[src/rtl/hub75_linebuffer_ring_if.sv]
// Writer/reader bundle for the HUB75 multi-line ring buffer.
// master = fetch logic plus shifter side, slave = the buffer itself.
interface hub75_linebuffer_ring_if #(
    parameter int N_WORDS    = 1,
    parameter int WORD_WIDTH = 24,
    parameter int ADDR_WIDTH = 6,
    parameter int LINE_BITS  = 1
);
    logic [ADDR_WIDTH-1:0]         wr_addr;
    logic [N_WORDS*WORD_WIDTH-1:0] wr_data;
    logic [N_WORDS-1:0]            wr_mask;
    logic                          wr_ena;
    logic                          wr_commit;
    logic                          wr_rdy;
    logic                          wr_ovf;
    logic [ADDR_WIDTH-1:0]         rd_addr;
    logic                          rd_ena;
    logic [N_WORDS*WORD_WIDTH-1:0] rd_data;
    logic                          rd_release;
    logic                          rd_valid;
    logic [LINE_BITS:0]            level;

    modport master (
        output wr_addr, wr_data, wr_mask, wr_ena, wr_commit,
        output rd_addr, rd_ena, rd_release,
        input  wr_rdy, wr_ovf, rd_data, rd_valid, level
    );

    modport slave (
        input  wr_addr, wr_data, wr_mask, wr_ena, wr_commit,
        input  rd_addr, rd_ena, rd_release,
        output wr_rdy, wr_ovf, rd_data, rd_valid, level
    );
endinterface

[src/rtl/hub75_linebuffer_ring.sv]
// Ring of 2^LINE_BITS line slots between frame-buffer fetch and the HUB75 shifter.
// Latency: 1-cycle registered read; commit/release visible on flags the next cycle.
// Backpressure: wr_rdy low when all slots committed; blocked writes/commits set sticky wr_ovf.
module hub75_linebuffer_ring #(
    parameter int N_WORDS    = 1,
    parameter int WORD_WIDTH = 24,
    parameter int ADDR_WIDTH = 6,
    parameter int LINE_BITS  = 1
) (
    input  logic                    clk,
    input  logic                    rst_n,
    hub75_linebuffer_ring_if.slave  bus
);
    localparam int DATA_W = N_WORDS * WORD_WIDTH;
    localparam int DEPTH  = 1 << (ADDR_WIDTH + LINE_BITS);
    localparam logic [LINE_BITS:0] FULL_LVL = (LINE_BITS+1)'(1 << LINE_BITS);

    logic [DATA_W-1:0]    mem [DEPTH];
    logic [LINE_BITS-1:0] wr_line;
    logic [LINE_BITS-1:0] rd_line;
    logic [LINE_BITS:0]   level;
    logic                 wr_ovf;
    logic [DATA_W-1:0]    rd_q;

    logic wr_rdy;
    logic rd_valid;
    logic wr_acc;
    logic commit_acc;
    logic release_acc;

    assign wr_rdy      = (level != FULL_LVL);
    assign rd_valid    = (level != '0);
    assign wr_acc      = bus.wr_ena & wr_rdy;
    assign commit_acc  = bus.wr_commit & wr_rdy;
    assign release_acc = bus.rd_release & rd_valid;

    // Per-word masked write; unmasked words keep their previous content.
    always_ff @(posedge clk) begin
        if (wr_acc) begin
            for (int i = 0; i < N_WORDS; i++) begin
                if (bus.wr_mask[i]) begin
                    mem[{wr_line, bus.wr_addr}][i*WORD_WIDTH +: WORD_WIDTH] <=
                        bus.wr_data[i*WORD_WIDTH +: WORD_WIDTH];
                end
            end
        end
    end

    // Read uses the pre-release rd_line when a release lands in the same cycle.
    always_ff @(posedge clk or negedge rst_n) begin
        if (!rst_n) begin
            rd_q <= '0;
        end else if (bus.rd_ena) begin
            rd_q <= mem[{rd_line, bus.rd_addr}];
        end
    end

    always_ff @(posedge clk or negedge rst_n) begin
        if (!rst_n) begin
            wr_line <= '0;
            rd_line <= '0;
            level   <= '0;
            wr_ovf  <= 1'b0;
        end else begin
            if (commit_acc) begin
                wr_line <= wr_line + 1'b1;
            end
            if (release_acc) begin
                rd_line <= rd_line + 1'b1;
            end
            case ({commit_acc, release_acc})
                2'b10:   level <= level + 1'b1;
                2'b01:   level <= level - 1'b1;
                default: level <= level;
            endcase
            if ((bus.wr_ena | bus.wr_commit) & ~wr_rdy) begin
                wr_ovf <= 1'b1;
            end
        end
    end

    assign bus.wr_rdy   = wr_rdy;
    assign bus.wr_ovf   = wr_ovf;
    assign bus.rd_data  = rd_q;
    assign bus.rd_valid = rd_valid;
    assign bus.level    = level;
endmodule

[src/flat_wrapper.sv]
// flat-port wrapper written by rule: the top's interface ports become plain ports
module hub75_linebuffer_ring_flat 
#(
    parameter int N_WORDS    = 1,
    parameter int WORD_WIDTH = 24,
    parameter int ADDR_WIDTH = 6,
    parameter int LINE_BITS  = 1
)
  (clk, rst_n, bus_wr_addr, bus_wr_data, bus_wr_mask, bus_wr_ena, bus_wr_commit, bus_rd_addr, bus_rd_ena, bus_rd_release, bus_wr_rdy, bus_wr_ovf, bus_rd_data, bus_rd_valid, bus_level);
  hub75_linebuffer_ring_if #(.N_WORDS(N_WORDS), .WORD_WIDTH(WORD_WIDTH), .ADDR_WIDTH(ADDR_WIDTH), .LINE_BITS(LINE_BITS)) bus_i ();
  input  logic clk;
  input  logic rst_n;
  input wire logic [$bits(bus_i.wr_addr)-1:0] bus_wr_addr;
  input wire logic [$bits(bus_i.wr_data)-1:0] bus_wr_data;
  input wire logic [$bits(bus_i.wr_mask)-1:0] bus_wr_mask;
  input wire logic [$bits(bus_i.wr_ena)-1:0] bus_wr_ena;
  input wire logic [$bits(bus_i.wr_commit)-1:0] bus_wr_commit;
  input wire logic [$bits(bus_i.rd_addr)-1:0] bus_rd_addr;
  input wire logic [$bits(bus_i.rd_ena)-1:0] bus_rd_ena;
  input wire logic [$bits(bus_i.rd_release)-1:0] bus_rd_release;
  output wire logic [$bits(bus_i.wr_rdy)-1:0] bus_wr_rdy;
  output wire logic [$bits(bus_i.wr_ovf)-1:0] bus_wr_ovf;
  output wire logic [$bits(bus_i.rd_data)-1:0] bus_rd_data;
  output wire logic [$bits(bus_i.rd_valid)-1:0] bus_rd_valid;
  output wire logic [$bits(bus_i.level)-1:0] bus_level;
  assign bus_i.wr_addr = bus_wr_addr;
  assign bus_i.wr_data = bus_wr_data;
  assign bus_i.wr_mask = bus_wr_mask;
  assign bus_i.wr_ena = bus_wr_ena;
  assign bus_i.wr_commit = bus_wr_commit;
  assign bus_i.rd_addr = bus_rd_addr;
  assign bus_i.rd_ena = bus_rd_ena;
  assign bus_i.rd_release = bus_rd_release;
  assign bus_wr_rdy = bus_i.wr_rdy;
  assign bus_wr_ovf = bus_i.wr_ovf;
  assign bus_rd_data = bus_i.rd_data;
  assign bus_rd_valid = bus_i.rd_valid;
  assign bus_level = bus_i.level;
  hub75_linebuffer_ring #(.N_WORDS(N_WORDS), .WORD_WIDTH(WORD_WIDTH), .ADDR_WIDTH(ADDR_WIDTH), .LINE_BITS(LINE_BITS)) u_core (.clk(clk), .rst_n(rst_n), .bus(bus_i));
endmodule
[config.mk]
export PLATFORM = sky130hd
export DESIGN_NAME = hub75_linebuffer_ring_flat
export DESIGN_NICKNAME = d
export VERILOG_FILES = /design/src/rtl/hub75_linebuffer_ring_if.sv /design/src/rtl/hub75_linebuffer_ring.sv /design/src/flat_wrapper.sv
export SDC_FILE = /design/constraint.sdc
export NUM_CORES = 2
export LEC_CHECK = 0
export CAP_MARGIN = 0
export CORE_AREA = 10 10 501 503
export DETAILED_ROUTE_END_ITERATION = 10
export DIE_AREA = 0 0 511 513
export GPL_TIMING_DRIVEN = 0
export PLACE_DENSITY = 0.67
export REMOVE_ABC_BUFFERS = 1
export SETUP_SLACK_MARGIN = 0.1
export SLEW_MARGIN = 30
export SYNTH_ARGS = -nofsm -noshare
export SYNTH_HDL_FRONTEND = slang
export SYNTH_SLANG_ARGS = --single-unit
export TNS_END_PERCENT = 30
[constraint.sdc]
create_clock -name clk -period 4 [get_ports clk]
set_clock_uncertainty 0.15 [all_clocks]
set_input_delay 1 -clock clk [delete_from_list [all_inputs] [get_ports clk]]
set_output_delay 1 -clock clk [all_outputs]
set_load 0.02 [all_outputs]
==> run summary <==
H-tree depth -> 5
Max FO, Critical Path -> 60
Total congestion overflow -> 0
Period Utilization, post-route -> 98.8%
RSZ-0062 raised after global routing -> true
Worst R2R Path Depth -> 6
CTS tree -> yes
Residual DRC -> 0
Placed Cells -> 8602
Worst Hold Launch -> bus_wr_data[17]
Hold-critical path endpoint -> u_core.mem[62][17]
Die Area -> 262000 µm²
Cell Pwr Density -> 502 nW/µm²
Setup TNS Final -> 0 ns
R2R Setup Slk -> 0.12 ns
Reg clk slew, reported paths -> 0.06 ns
Leakage power -> 44.0 nW
Synth area leader -> edfxtp_1
Inserted Clock Buffers -> 324
Fmax -> 253 MHz
Worst R2R Start -> u_core.rd_line
Worst-case clock buffer depth -> 4
Vias -> 60500
Worst Max-Slew Pin Slew -> 1.11 ns
Sequential area share after synthesis -> 77.7%
Largest net degree at the start of global routing -> 97
Post-Layout Cell Count -> 9188
Peak supply drop -> 520 µV
CP arrival -> 4.65 ns
Number of synthesized flops with an enable pin -> 3072
Die Ht -> 513 µm
First-pass GRT wire length -> 462000 µm
All-Layer GR Usage -> 24.6%
Data required time of the critical path -> 4.70 ns
Worst reg2reg path endpoint -> u_core.bus.rd_data[18]
Syn avg cell area -> 22.1 µm²
Pre-Repair DR Iteration Count -> 6
Hold path depth -> 1
Area Overhead vs Synth -> 16.7%
Final setup violation count -> 0
Outcome -> complete, no violations
Distinct cells, synth -> 79
DR iter-0 viols -> 9398
Synth area leaders -> edfxtp_1 (77%), mux4_2 (12%), mux2i_1 (2.8%)
RePlAce Congestion -> 0.841
Top cells by count, synth -> edfxtp_1 (3072), mux4_2 (627), mux2i_1 (340)
Ys Warns -> 0
HP Class -> in -> reg
Via density -> 6.59
# IOs -> 72
Slew Limit Headroom -> 25.7%
Kind of critical path -> in -> reg
Layout Nets -> 5802
Fraction of layout cells with a size suffix above 1 -> 26.2%
Post-synth top area share -> 77.1%
Area of the core -> 240000 µm²
Antenna-violating nets left -> 0
Syn Inst Count -> 5423
Mapped Area -> 120000 µm²
Initial antenna violation count -> 23
Design Power -> 0.0700 W
Vias in the first global route -> 59200
Cell Rows -> 180
Final Hold Vio Count -> 0
Ys flop type -> edfxtp_1
Startpoint Class -> input port
Root buf cell -> clkbuf_16
Starting Density -> 49.8%
Worst skew pair latency -> 0.98 ns
Total clock sinks -> 3101
Port Buffers -> 71
Wire per inst -> 36.0 µm
Post-DP HPWL -> 203000 µm
Post-synth ARST share -> 0.935%
Crit. End Element -> flip-flop
Max-slew violations -> 0
Setup bufs post-CTS -> 0
Die Wd -> 511 µm
Final WL -> 330000 µm
Most frequent cell after synthesis -> edfxtp_1
Crit path time final -> 3.95 ns
Max-cap violations -> 0
Synthesis-stage register bit count -> 3101
==> worst max-delay path by stage <==
| stage | end | cells after the start | slack, ns | from |
|---|---|---|---|---|
| after floorplan | u_core.bus.rd_data[21] | 6 | -0.95 | bus_rd_addr[3] |
| after global placement | u_core.bus.rd_data[22] | 7 | -65.73 | bus_rd_addr[0] |
| after detailed placement | u_core.bus.rd_data[13] | 11 | -2.05 | bus_rd_addr[0] |
| after CTS | u_core.bus.rd_data[13] | 11 | 0.04 | bus_rd_addr[0] |
| after global routing | u_core.bus.rd_data[13] | 10 | 0.005 | bus_rd_addr[1] |
| final | u_core.bus.rd_data[20] | 10 | 0.05 | bus_rd_addr[2] |
==> layout make-up <==
cell class / count / area [µm²]
fill: 16600 / 101000
clock buffer: 401 / 8520
tap: 3185 / 3990
inverter: 8 / 41.3
clock inverter: 157 / 1380
multi-input combinational: 2017 / 25900
timing repair buffer: 306 / 6770
antenna: 13 / 32.5
sequential: 3101 / 93000
==> power by group <==
| part | switching (W) | internal (W) | leakage [nW] |
|---|---|---|---|
| registers | 0.000352 | 0.0359 | 27.9 |
| clock network | 0.0121 | 0.0165 | 4.85 |
| logic | 0.00340 | 0.00171 | 11.2 |
| total | 0.0159 | 0.0542 | 44.0 |
==> state kept, by name (all words and copies together), names as in the netlist <==
register / flops
u_core.mem: 3072
u_core.bus.rd_data: 24
u_core.bus.level: 2
u_core.bus.wr_ovf: 1
u_core.rd_line: 1
u_core.wr_line: 1
==> layer usage <==
layer | global-route usage (%) | vias to the layer above | wire, µm
li1 | - | 23800 | -
met1 | 33.9 | 32200 | 124000
met2 | 38.2 | 3830 | 155000
met3 | 5.16 | 697 | 34300
met4 | 11.4 | 6 | 17600
met5 | 0 | - | 34
==> timing repair <==
item | 4_1_cts | 5_1_grt
resized for setup | 17 | 8
pin swaps | 0 | 1
endpoints found under the hold margin | 16 | 0
gates cloned | 11 | 2
hold buffers | 1 | 0
endpoints found under the setup margin | 23 | 12
==> per-stage QoR <==
step	area [µm²]	util (%)	hold WS, ns	worst slack, ns
floorplan	117000	-	0.402	-0.946
global placement	122000	50.8	0.326	-65.73
detailed placement	129000	53.7	0.321	-2.05
CTS	139000	58.0	0.221	0.0395
global route	140000	58.1	0.248	0.00496
finish	140000	58.1	0.274	0.0471
==> kinds of logic (layout without fill, tap and decap cells) <==
| logic type | count (synthesis) | in the layout | share of synthesized area, % |
|---|---|---|---|
| buffers and inverters | 305 | 872 | 1.88 |
| adder cells (fa/ha/maj) | 1 | 1 | 0.0105 |
| other | 0 | 13 | 0 |
| AO/OA/AOI/OAI | 488 | 488 | 2.96 |
| flip-flops | 3101 | 3101 | 77.7 |
| multiplexers | 1014 | 1014 | 15.5 |
| AND/OR/NAND/NOR | 509 | 509 | 1.93 |
| XOR/XNOR | 5 | 5 | 0.0366 |
==> critical path: stages <==
cell,delay (ns)
buf_8,0.28
buf_16,0.34
buf_16,0.34
nand2b_4,0.55
buf_16,0.30
o221ai_1,0.35
a21oi_2,0.46
a21oi_1,0.21
nor4b_2,0.27
a211o_1,0.25
==> placed cells by master, fill, tap and decap left out, types with 23 or more instances in the layout <==
master / count
nand3_1: 46
mux4_2: 627
a31oi_1: 25
dfrtp_1: 28
a22oi_1: 66
nor2_1: 47
mux4_1: 30
nand2_1: 125
o221ai_1: 72
clkbuf_16: 330
o21ai_0: 38
nor2_4: 134
buf_16: 185
edfxtp_1: 3072
mux2i_1: 336
clkinv_1: 61
o22ai_1: 70
nor3_1: 31
clkdlybuf4s50_1: 39
clkinv_2: 57
clkbuf_1: 69
bufinv_16: 23
a21oi_1: 57
(Power assumes the default switching activity.)
